File: src/rtl/mips_dmem_dump_reader_if.sv
// ---------------------------------------------------------------------------
// mips_dmem_dump_reader_if
// Valid/ready stream that carries dumped data-memory words out of the
// end-of-run reader.
//   valid  : data/idx hold a word offered to the sink
//   ready  : sink accepts the word when valid & ready at a rising clock edge
//   data   : dumped dmem word (DATA_W bits)
//   idx    : offset of the word inside the dump window (IDX_W bits)
// Modports:
//   master : the reader (drives valid/data/idx, observes ready)
//   slave  : the sink   (observes valid/data/idx, drives ready)
// ---------------------------------------------------------------------------
interface mips_dmem_dump_reader_if #(
  parameter int DATA_W = 32,
  parameter int IDX_W  = 5
);
  logic              valid;
  logic              ready;
  logic [DATA_W-1:0] data;
  logic [IDX_W-1:0]  idx;

  modport master (output valid, output data, output idx, input ready);
  modport slave  (input valid, input data, input idx, output ready);
endinterface

File: src/rtl/mips_dmem_dump_reader.sv
// ---------------------------------------------------------------------------
// mips_dmem_dump_reader
// End-of-run result reader for single_cycle_mips. Watches the CPU PC; once it
// reaches END_PC the CPU is frozen (halt_o) and DUMP_COUNT consecutive dmem
// words starting at word DUMP_BASE are streamed out over a valid/ready port.
// The block stays in DONE (CPU halted) until reset.
// Ports:
//   clk            : rising-edge clock
//   reset          : asynchronous active-low reset (0 = in reset)
//   pc_i           : current CPU PC (byte address)
//   halt_o         : registered; 1 = CPU holds PC and suppresses writes
//   dmem_rd_addr_o : dmem word index DUMP_BASE+idx (CPU mux uses it when halted)
//   dmem_rd_data_i : combinational dmem read data for dmem_rd_addr_o
//   dump           : valid/ready word stream (master side)
//   done_o         : all DUMP_COUNT words have been accepted
// IDX_W must satisfy 2**IDX_W >= DUMP_COUNT.
// ---------------------------------------------------------------------------
module mips_dmem_dump_reader #(
  parameter logic [31:0] END_PC     = 32'h9C,
  parameter int unsigned DUMP_BASE  = 50,
  parameter int unsigned DUMP_COUNT = 21,
  parameter int          DATA_W     = 32,
  parameter int          IDX_W      = 5
) (
  input  logic                    clk,
  input  logic                    reset,
  input  logic [31:0]             pc_i,
  output logic                    halt_o,
  output logic [31:0]             dmem_rd_addr_o,
  input  logic [DATA_W-1:0]       dmem_rd_data_i,
  mips_dmem_dump_reader_if.master dump,
  output logic                    done_o
);

  typedef enum logic [2:0] {
    S_IDLE,
    S_DRAIN,
    S_LOAD,
    S_SEND,
    S_DONE
  } state_t;

  localparam logic [IDX_W-1:0] LAST_IDX = IDX_W'(DUMP_COUNT - 1);

  state_t            state_q, state_d;
  logic [IDX_W-1:0]  idx_q, idx_d;
  logic              halt_q, halt_d;
  logic              valid_q, valid_d;
  logic [DATA_W-1:0] data_q, data_d;
  logic [IDX_W-1:0]  out_idx_q, out_idx_d;
  logic              done_q, done_d;

  always_ff @(posedge clk or negedge reset) begin
    if (!reset) begin
      state_q   <= S_IDLE;
      idx_q     <= '0;
      halt_q    <= 1'b0;
      valid_q   <= 1'b0;
      data_q    <= '0;
      out_idx_q <= '0;
      done_q    <= 1'b0;
    end else begin
      state_q   <= state_d;
      idx_q     <= idx_d;
      halt_q    <= halt_d;
      valid_q   <= valid_d;
      data_q    <= data_d;
      out_idx_q <= out_idx_d;
      done_q    <= done_d;
    end
  end

  always_comb begin
    state_d   = state_q;
    idx_d     = idx_q;
    valid_d   = valid_q;
    data_d    = data_q;
    out_idx_d = out_idx_q;
    done_d    = done_q;

    case (state_q)
      S_IDLE: begin
        if (pc_i == END_PC) state_d = S_DRAIN;
      end
      // One settling cycle so the END_PC instruction and any pending write
      // land in dmem before the first word is read.
      S_DRAIN: begin
        state_d = S_LOAD;
      end
      S_LOAD: begin
        data_d    = dmem_rd_data_i;
        out_idx_d = idx_q;
        valid_d   = 1'b1;
        state_d   = S_SEND;
      end
      S_SEND: begin
        if (dump.ready) begin
          valid_d = 1'b0;
          if (idx_q == LAST_IDX) begin
            done_d  = 1'b1;
            state_d = S_DONE;
          end else begin
            idx_d   = idx_q + 1'b1;
            state_d = S_LOAD;
          end
        end
      end
      S_DONE: begin
        valid_d = 1'b0;
        done_d  = 1'b1;
      end
      default: begin
        state_d = S_IDLE;
      end
    endcase

    // Halt is a flop that follows the next state, so it rises on the very
    // edge that samples the PC match.
    halt_d = (state_d != S_IDLE);
  end

  assign halt_o         = halt_q;
  assign dmem_rd_addr_o = 32'(DUMP_BASE) + 32'(idx_q);
  assign dump.valid     = valid_q;
  assign dump.data      = data_q;
  assign dump.idx       = out_idx_q;
  assign done_o         = done_q;

endmodule

File: src/flat_wrapper.sv
// flat-port wrapper written by rule: the top's interface ports become plain ports
module mips_dmem_dump_reader_flat 
#(
  parameter logic [31:0] END_PC     = 32'h9C,
  parameter int unsigned DUMP_BASE  = 50,
  parameter int unsigned DUMP_COUNT = 21,
  parameter int          DATA_W     = 32,
  parameter int          IDX_W      = 5
)
  (clk, reset, pc_i, halt_o, dmem_rd_addr_o, dmem_rd_data_i, done_o, dump_valid, dump_data, dump_idx, dump_ready);
  mips_dmem_dump_reader_if #(.DATA_W(DATA_W), .IDX_W(IDX_W)) dump_i ();
  input  logic clk;
  input  logic reset;
  input  logic [31:0] pc_i;
  output logic halt_o;
  output logic [31:0] dmem_rd_addr_o;
  input  logic [DATA_W-1:0] dmem_rd_data_i;
  output logic done_o;
  output wire logic [$bits(dump_i.valid)-1:0] dump_valid;
  output wire logic [$bits(dump_i.data)-1:0] dump_data;
  output wire logic [$bits(dump_i.idx)-1:0] dump_idx;
  input wire logic [$bits(dump_i.ready)-1:0] dump_ready;
  assign dump_valid = dump_i.valid;
  assign dump_data = dump_i.data;
  assign dump_idx = dump_i.idx;
  assign dump_i.ready = dump_ready;
  mips_dmem_dump_reader #(.END_PC(END_PC), .DUMP_BASE(DUMP_BASE), .DUMP_COUNT(DUMP_COUNT), .DATA_W(DATA_W), .IDX_W(IDX_W)) u_core (.clk(clk), .reset(reset), .pc_i(pc_i), .halt_o(halt_o), .dmem_rd_addr_o(dmem_rd_addr_o), .dmem_rd_data_i(dmem_rd_data_i), .dump(dump_i), .done_o(done_o));
endmodule
File: config.mk
export PLATFORM = sky130hd
export DESIGN_NAME = mips_dmem_dump_reader_flat
export DESIGN_NICKNAME = d
export VERILOG_FILES = /design/src/rtl/mips_dmem_dump_reader_if.sv /design/src/rtl/mips_dmem_dump_reader.sv /design/src/flat_wrapper.sv
export SDC_FILE = /design/constraint.sdc
export NUM_CORES = 1
export LEC_CHECK = 0
export ABC_CLOCK_PERIOD_IN_PS = 2600
export CORE_MARGIN = 2
export CORE_UTILIZATION = 35
export CTS_CLUSTER_DIAMETER = 200
export CTS_CLUSTER_SIZE = 12
export DETAILED_ROUTE_END_ITERATION = 6
export PLACE_DENSITY_LB_ADDON = 0.25
export SYNTH_ARGS = -nofsm -noshare
export SYNTH_HDL_FRONTEND = slang
export SYNTH_SLANG_ARGS = --single-unit
File: constraint.sdc
create_clock -name clk -period 2.6 [get_ports clk]
set_clock_uncertainty 0.2 [all_clocks]
set_input_delay 0.26 -clock clk [delete_from_list [all_inputs] [get_ports clk]]
set_output_delay 0.26 -clock clk [all_outputs]
set_load 0.005 [all_outputs]
==> qor.txt <==
CP bufs+invs -> 1
Via density -> 4.56
Crit path max-delay family -> buffers and inverters
Worst Hold Class -> in2async
Clock root cell -> clkbuf_8
HPWL after DPL -> 3850 um
Chip width -> 86.4 um
Post-CTS sizing -> 0
Synth top area share -> 50.6%
Final setup margin -> 0.465 ns
Pre-CTS WS -> 0.657 ns
CP arrival -> 1.67 ns
Final Critical Period -> 2.13 ns
Final Hold Fails -> 0
Max-cap check violation count -> 0
Total GRT Usage -> 13.4%
Yosys reg bits -> 48
TritonCTS clock tree -> yes
Clock Pin Slew Worst Setup and Hold Paths -> 0.09 ns
Core ar. -> 6680 um^2
Final Max Slew Viols -> 0
CP Capture Type -> output port
Top post-synthesis cells by count -> 48 x dfrtp_1, 30 x mux2_4, 27 x buf_4
I/O Buffers -> 113
Register area share after synthesis -> 50.6%
ANT nets after route -> 0
Buffer count from post-CTS setup fixing -> 0
Area delta synth->final -> 50.7%
Crit-path cells -> ha_1, xor2_1, clkdlybuf4s50_1
Skew-Pair Late Insertion Delay -> 0.30 ns
DR WL/cell -> 13.8 um
Distinct cells, synth -> 32
Cell Pwr Density -> 846 nW/um^2
Post-Synthesis Cells -> 167
CP max-delay cell -> clkdlybuf4s50_1
First-pass GRT wire length -> 7780 um
Vias in the first global route -> 1652
DRT Pass-1 Iters -> 4
CTS H-tree lvls -> 2
Pin count of the biggest net entering global routing -> 49
DR iter-0 viols -> 50
Ranking of synthesized cells by area -> dfrtp_1 51%, mux2_4 19%, buf_4 8.5%, mux2_2 3.3%, buf_12 2.5%
Setup_tns -> 0 ns
Detailed-route via count -> 1668
Sink Count -> 48
Post-synth EDFFs -> 0
Cell Area, Synth -> 2370 um^2
Inserted Clock Buffers -> 5
Drt total wl -> 5070 um
Final Net Count -> 355
Antenna diode count -> 0
Rows -> 30
CP max FO -> 6
Antenna violations before repair -> 0
RSZ-0062 raised after global routing -> no
Post-synth top flop -> dfrtp_1
Design area -> 3580 um^2
Top-count cell post-synth -> dfrtp_1
Max IR drop VDD -> 0.284 mV
Setup CP Type -> reg2out
Fillers -> 584
GPL Wtd Cong -> 0.710
Fmax -> 468 MHz
Die H -> 86.4 um
Starting density of the core -> 35.5%
Critical Path Source Type -> flip-flop
Status -> finished clean
Total power -> 3.03 mW
Slowest cell delay on critical path -> 0.51 ns
Drc violations -> 0
Die ar. -> 7460 um^2
Synth async-reset ratio -> 100%
Clk buf depth -> 2
Ports -> 139
Grt total ovfl -> 0
# setup viols final -> 0
Layout cells sized above 1 -> 18.5%
Pleak -> 1.59 nW
Avg Inst Size Synth -> 14.2 um^2
Crit share post-route -> 82.1%
WP data required -> 2.14 ns
Yosys Warn Count -> 0
Placement Cell Area -> 3480 um^2
Synth area leader -> dfrtp_1
## metrics by stage
stage,cells,hold slack (ns),utilization (%)
floorplan,191,-0.236,-
detailed placement,357,0.0676,52.0
global placement,357,0.0644,52.0
global route,366,0.297,53.6
CTS,366,0.283,53.6
finish,366,0.271,53.6
## cell families (layout without fill, tap and decap cells)
group                    Yosys count  count (layout)  synth area share [%]
XOR/XNOR                           7               7                  2.58
AO/OA/AOI/OAI                      9               9                  2.90
other                              1              25                 0.158
adder cells (fa/ha/maj)            3               3                  1.58
multiplexers                      37              37                  22.3
flip-flops                        48              48                  50.6
AND/OR/NAND/NOR                   27              27                  8.06
buffers and inverters             35             130                  11.9
## worst min-delay path, cell delays in order
cell and delay, ns:
dlygate4sd3_1 0.52, buf_2 0.12, buf_12 0.24
## power breakdown
group | switching, mW | internal, mW | total, mW
Sequential | 0.143 | 1.00 | 1.15
Clock | 0.257 | 0.191 | 0.447
Combinational | 0.413 | 1.02 | 1.43
Total | 0.813 | 2.22 | 3.03
## final cells by class
class / count / area, um^2 / area share [%]
Clock inverter: 3 / 23.8 / 0.664
Timing Repair Buffer: 117 / 1180 / 33.1
Multi-Input combinational cell: 108 / 982 / 27.4
Clock buffer: 5 / 68.8 / 1.92
Sequential cell: 48 / 1200 / 33.6
Tap cell: 80 / 100 / 2.80
Inverter: 5 / 18.8 / 0.524
## routing by layer
metal  wire length [um]  up-vias  global-route usage [%]
li1                   -      769                       -
met1               2120      794                    16.9
met2               2400       99                    22.4
met3                480        6                    3.71
met4                 62        0                    3.84
met5                  0        -                       0
## worst paths after layout
check	start	endpoint	slack, ns	cells past startpoint
hold / removal	reset	u_core.dump.data[22]$_DFFE_PN0N_	0.27	3
setup reg to reg	u_core.state_q[2]$_DFF_PN0_	u_core.dump.data[11]$_DFFE_PN0N_	0.68	4
hold reg to reg	u_core.done_o$_DFFE_PN0P_	u_core.done_o$_DFFE_PN0P_	0.28	1
setup / recovery	u_core.idx_q[2]$_DFFE_PN0P_	dmem_rd_addr_o[3]	0.47	3
min in group clk	u_core.done_o$_DFFE_PN0P_	u_core.done_o$_DFFE_PN0P_	0.28	1
max in group asynchronous	reset	u_core.dump.idx[4]$_DFFE_PN0N_	1.69	3
## sequential cells by signal, summed over array words and instances, names as in the netlist
signal / count
u_core.dump.data: 32
u_core.dump.valid: 1
u_core.dump.idx: 5
u_core.idx_q: 5
u_core.done_o: 1
u_core.state_q: 3
u_core.halt_o: 1
## placed cells by master (no fill, tap or decap), types with 2 or more instances in the layout
cell type	instances
clkdlybuf4s50_1	112
dfrtp_1	48
mux2_4	30
conb_1	25
mux2_2	7
nor4_1	6
inv_1	5
clkbuf_8	5
nand3_1	4
xnor2_1	4
nand4_1	3
xor2_1	3
ha_1	3
nor2_1	2
nand4b_1	2
a21oi_1	2
o21ai_0	2
clkinvlp_4	2
buf_12	2
## repair_timing
action	4_1_cts	5_1_grt
hold buffers	1	0
endpoints found under the hold margin	48	0
endpoints found under the setup margin	0	0
No activity file was read; power rests on OpenSTA's default activity.
